### src/rtl/demux_pkg.sv
// Shared types and constants for the 1:4 TDM demultiplexer: lane count, slot index, sync FSM states.
package demux_pkg;
  localparam int NUM_LANES = 4;

  typedef logic [1:0] slot_t;

  typedef enum logic {
    HUNT   = 1'b0,
    LOCKED = 1'b1
  } sync_state_t;

  localparam slot_t LANE_A = 2'd0;
  localparam slot_t LANE_B = 2'd1;
  localparam slot_t LANE_C = 2'd2;
  localparam slot_t LANE_D = 2'd3;
endpackage

### src/rtl/demux_lane.sv
// One-word lane holding register with valid/ready output and sticky overflow; write to dout in 1 clk.
// Backpressure: a write while full and not draining is dropped and sets ovf (set beats clr_ovf).
module demux_lane #(
  parameter int W = 8
) (
  input  logic         clk,
  input  logic         rst_n,
  input  logic         wr_en,
  input  logic [W-1:0] wr_data,
  input  logic         rd_ready,
  input  logic         clr_ovf,
  output logic [W-1:0] dout,
  output logic         dout_valid,
  output logic         ovf
);
  logic [W-1:0] data_q, data_d;
  logic         valid_q, valid_d;
  logic         ovf_q, ovf_d;
  logic         accept;

  always_comb begin
    // A full lane can take a new word only in the cycle its consumer drains it.
    accept  = wr_en && (!valid_q || rd_ready);
    data_d  = data_q;
    valid_d = valid_q;
    ovf_d   = ovf_q;
    if (accept) begin
      data_d  = wr_data;
      valid_d = 1'b1;
    end else if (valid_q && rd_ready) begin
      valid_d = 1'b0;
    end
    if (clr_ovf) begin
      ovf_d = 1'b0;
    end
    if (wr_en && !accept) begin
      ovf_d = 1'b1;
    end
  end

  always_ff @(posedge clk or negedge rst_n) begin
    if (!rst_n) begin
      data_q  <= '0;
      valid_q <= 1'b0;
      ovf_q   <= 1'b0;
    end else begin
      data_q  <= data_d;
      valid_q <= valid_d;
      ovf_q   <= ovf_d;
    end
  end

  assign dout       = data_q;
  assign dout_valid = valid_q;
  assign ovf        = ovf_q;
endmodule

### src/rtl/demux_1x4_tdm.sv
// 1:4 TDM demux: frame-synced slot counter routes each din word to lane A..D, din->dout 1 clk, per-lane drop+ovf.
// DEMUX_MANUAL_SEL_EN: lane chosen by {sl1,sl2}, FSM held LOCKED, frame_sync ignored, sync_err tied 0.
module demux_1x4_tdm
  import demux_pkg::*;
#(
  parameter int W = 8
) (
  input  logic           clk,
  input  logic           rst_n,
  input  logic [W-1:0]   din,
  input  logic           din_valid,
  input  logic           frame_sync,
  output logic [4*W-1:0] dout,
  output logic [3:0]     dout_valid,
  input  logic [3:0]     dout_ready,
  output logic [3:0]     ovf,
  input  logic           clr_ovf,
  output logic           sync_err,
  output logic           locked
`ifdef DEMUX_MANUAL_SEL_EN
  ,
  input  logic           sl1,
  input  logic           sl2
`endif
);
  sync_state_t state_q, state_d;
  slot_t       slot_q, slot_d;
  logic        sync_err_q, sync_err_d;
  logic        wr_vld;
  slot_t       lane;

  always_comb begin
    state_d    = state_q;
    slot_d     = slot_q;
    sync_err_d = 1'b0;
    wr_vld     = 1'b0;
    lane       = LANE_A;
`ifdef DEMUX_MANUAL_SEL_EN
    state_d = LOCKED;
    wr_vld  = din_valid;
    lane    = {sl1, sl2};
`else
    case (state_q)
      HUNT: begin
        if (din_valid && frame_sync) begin
          wr_vld  = 1'b1;
          lane    = LANE_A;
          slot_d  = LANE_B;
          state_d = LOCKED;
        end
      end
      LOCKED: begin
        if (din_valid) begin
          lane       = frame_sync ? LANE_A : slot_q;
          wr_vld     = 1'b1;
          slot_d     = lane + slot_t'(1);
          sync_err_d = frame_sync && (slot_q != LANE_A);
        end else if (frame_sync) begin
          // A bare frame marker realigns without consuming a slot.
          slot_d = LANE_A;
        end
      end
      default: state_d = HUNT;
    endcase
`endif
  end

  always_ff @(posedge clk or negedge rst_n) begin
    if (!rst_n) begin
      state_q    <= HUNT;
      slot_q     <= LANE_A;
      sync_err_q <= 1'b0;
    end else begin
      state_q    <= state_d;
      slot_q     <= slot_d;
      sync_err_q <= sync_err_d;
    end
  end

  assign sync_err = sync_err_q;
  assign locked   = (state_q == LOCKED);

  for (genvar l = 0; l < NUM_LANES; l++) begin : g_lane
    demux_lane #(.W(W)) u_lane (
      .clk        (clk),
      .rst_n      (rst_n),
      .wr_en      (wr_vld && (lane == slot_t'(l))),
      .wr_data    (din),
      .rd_ready   (dout_ready[l]),
      .clr_ovf    (clr_ovf),
      .dout       (dout[l*W +: W]),
      .dout_valid (dout_valid[l]),
      .ovf        (ovf[l])
    );
  end
endmodule

### config.mk
export PLATFORM = sky130hd
export DESIGN_NAME = demux_1x4_tdm
export DESIGN_NICKNAME = d
export VERILOG_FILES = /design/src/rtl/demux_pkg.sv /design/src/rtl/demux_lane.sv /design/src/rtl/demux_1x4_tdm.sv
export SDC_FILE = /design/constraint.sdc
export NUM_CORES = 1
export LEC_CHECK = 0
export ABC_AREA = 1
export ABC_CLOCK_PERIOD_IN_PS = 1400
export CAP_MARGIN = 20
export CORE_MARGIN = 2
export CORE_UTILIZATION = 42
export CTS_CLUSTER_SIZE = 14
export DETAILED_ROUTE_END_ITERATION = 16
export GPL_TIMING_DRIVEN = 0
export MAX_ROUTING_LAYER = met4
export PLACE_DENSITY = 0.83
export SLEW_MARGIN = 15
export SYNTH_ARGS = -nofsm -noshare
export SYNTH_HDL_FRONTEND = slang
export SYNTH_SLANG_ARGS = --single-unit
### constraint.sdc
create_clock -name clk -period 1.4 [get_ports clk]
set_input_delay 0.14 -clock clk [delete_from_list [all_inputs] [get_ports clk]]
set_output_delay 0.14 -clock clk [all_outputs]
set_load 0.03 [all_outputs]
==> metrics.md, run 1 <==
| Metric | Value |
|---|---|
| Status | finished clean |
| Post-DP HPWL | 3430 um |
| Worst-path fanout max | 10 |
| Power per cell area | 1530 mW/mm^2 |
| Setup Crit Path Kind | reg2reg |
| Clock Sinks | 44 |
| Post-Syn Nets | 228 |
| Post-synthesis register bit count | 44 |
| Multi-input gate area | 703 um^2 |
| CP startpoint kind | flop |
| Io pins | 59 |
| Total die area | 0.00521 mm^2 |
| ANT nets after route | 0 |
| Critical path arrival | 1.52 ns |
| First-pass GRT wire length | 7850 um |
| Part of the Yosys area used for sequential elements | 56.4% |
| Worst vdd ir | 0.787 mV |
| Inst Count DP | 321 |
| Number of global-route vias before repair | 1634 |
| Synthesized cell area | 0.00195 mm^2 |
| Avg WL per Cell | 14.3 um |
| Yosys top cell by area | dfrtp_1 |
| Clock-pin transition on the worst setup and hold timing paths | 0.08 ns |
| Slew headroom | 70.0% |
| Critical Path End Type | flop |
| Post-Syn Instances | 210 |
| Placer's final routability congestion estimate | 0.793 |
| Sequential Area | 0.00110 mm^2 |
| Inserted Diodes | 0 |
| Commonest non-fill, non-tap cell in the layout | nand2_1 |
| Routed WL | 4800 um |
| I/O Buffers | 58 |
| Area Overhead vs Synth | 42.4% |
| Die height | 72.2 um |
| Hold Slack | 0.311 ns |
| DR DRC count | 0 |
| Unique masters post-synth | 19 |
| Util after Layout | 63.0% |
| Static Leak | 1.51 nW |
| Initial Util | 44.2% |
| Via count | 1740 |
| Required @ worst endpoint | 1.59 ns |
| Fin Clk Skew | 0.00701 ns |
| Total Routing Usage GR | 20.4% |
| Initial antenna violation count | 0 |
| Total number of yosys warnings | 0 |
| Maxcap violations | 0 |
| Most frequent cells in the layout | nand2_1 (80), dfrtp_1 (43), dlygate4sd2_1 (42), nand4_1 (33), clkdlybuf4s50_1 (15) |
| H-tree depth | 2 |
| Max Clk Rate | 0.750 GHz |
| Core ar. | 0.00441 mm^2 |
| Setup violators final | 0 |
| Min cycle time layout | 1.33 ns |
| Syn Area/Cell | 9.29 um^2 |
| Inserted Clock Buffers | 5 |
| DR vias/cell | 5.19 |
| Largest net degree at the start of global routing | 27 |
| Final Hold Fails | 0 |
| Initial DRC Count | 139 |
| RSZ-0062 raised after global routing | true |
| Row cnt | 24 |
| Fin nets | 300 |
| Final slew viol count | 0 |
| Fin cells | 335 |
| Detailed Routing Iterations Pass 1 | 4 |
| Share of cells above drive strength 1 | 14.8% |
| Worst-Margin Slew | 0.451 ns |
| Worst-Skew Late Latency | 0.30 ns |
| Synth top area share | 56.4% |
| Synth top area cells | dfrtp_1 (56%), nand2_1 (16%), nand4_1 (11%) |
| Hold/Removal Path Class | in2async |
| FILL cells | 387 |
| Clock root buffer | clkbuf_8 |
| Clk buf depth | 2 |
| Tcrit/Tclk final | 95.2% |
| CTS tree | yes |
| Aggregate global routing overflow | 0 |
| Die W | 72.2 um |
[worst paths after layout]
check | startpoint | to | cells past startpoint | slack [ns]
max | slot_q[0] | g_lane[3].u_lane.dout[6] | 7 | 0.07
min | rst_n | g_lane[2].u_lane.dout_valid | 2 | 0.31
max reg2reg | slot_q[0] | g_lane[3].u_lane.dout[6] | 7 | 0.07
min reg2reg | g_lane[0].u_lane.dout[7] | g_lane[0].u_lane.dout[7] | 2 | 0.47
max in group asynchronous | rst_n | locked | 3 | 0.60
min in group clk | g_lane[0].u_lane.dout[7] | g_lane[0].u_lane.dout[7] | 2 | 0.47
[state kept, by name, summed over array words and instances, names as in the netlist]
signal                    flops
g_lane.u_lane.dout           32
g_lane.u_lane.dout_valid      4
g_lane.u_lane.ovf             4
locked                        1
slot_q                        2
sync_err                      1
[what timing repair did]
action,in CTS,in global routing
hold buffers,1,0
gates cloned,0,3
endpoints found under the setup margin,69,36
setup buffers,0,2
pin swaps,0,1
hold endpoints to repair,18,0
resized for setup,49,9
[report_power, final]
part,switching [W],internal [W],leakage (nW)
logic,0.00100,0.000495,0.880
registers,0.000146,0.00155,0.561
clock network,0.000426,0.000630,0.0645
total,0.00157,0.00268,1.51
[cell type report]
| cell class | instances | share of cell area [%] |
|---|---|---|
| Clock buffer | 7 | 3.47 |
| Inverter | 14 | 2.12 |
| Timing Repair inverter | 1 | 0.180 |
| Buffer | 18 | 5.22 |
| Sequential cell | 44 | 39.7 |
| Clock inverter | 1 | 1.08 |
| Timing Repair Buffer | 63 | 20.6 |
| Tap cell | 52 | 2.34 |
| Multi-Input combinational cell | 135 | 25.3 |
[worst max-delay path: stages, from the launching register on]
cell     delay (ns)
dfrtp_1        0.36
inv_1          0.07
nor2_1         0.10
ha_2           0.24
buf_4          0.20
nand3_4        0.13
nand2_1        0.09
nand2_1        0.05
[metrics by stage]
step	setup WS, ns	area, um^2	setup TNS [ns]	power [W]
3_5_place_dp	-0.358	2610	-10.38	0.00341
4_1_cts	-0.00847	2720	-0.0102	0.00427
5_1_grt	-0.0141	2780	-0.0363	0.00449
6_report	0.0670	2780	0	0.00425
2_1_floorplan	0.0726	1950	0	0.00264
3_3_place_gp	-0.914	2600	-49.43	0.00337
[routing by layer]
metal | vias to the layer above | global-route usage [%] | routed length, um
li1 | 842 | - | -
met1 | 834 | 25.8 | 2060
met5 | - | - | 0
met4 | 0 | 5.24 | 58
met3 | 8 | 4.86 | 268
met2 | 56 | 33.2 | 2410
[Yosys cell counts]
| cell type | number |
|---|---|
| a211oi_1 | 1 |
| buf_12 | 1 |
| buf_2 | 6 |
| buf_4 | 9 |
| buf_6 | 1 |
| clkbuf_1 | 1 |
| clkinv_1 | 2 |
| dfrtp_1 | 44 |
| ha_1 | 1 |
| inv_1 | 12 |
| nand2_1 | 81 |
| nand3_1 | 4 |
| nand3_4 | 3 |
| nand3b_1 | 2 |
| nand4_1 | 33 |
| nor2_1 | 1 |
| nor2_2 | 1 |
| o21ai_0 | 5 |
| o22ai_1 | 2 |
[logic make-up (layout without fill, tap and decap cells)]
| logic type | after synthesis | after routing | share of synthesized area, % |
|---|---|---|---|
| AOI/OAI and AO/OA | 8 | 8 | 2.31 |
| adders and majority gates | 1 | 1 | 0.641 |
| buffers and inverters | 32 | 104 | 9.49 |
| DFF | 44 | 44 | 56.4 |
| and+or+nand+nor | 125 | 126 | 31.2 |
Power figures use the tool's default switching activity.
==> run 2, diff against run 1 <==
SLEW_MARGIN = unset   (was 15)
==> results of run 2 <==
No change in the layout: final DEF, timing and power equal those of run 1.
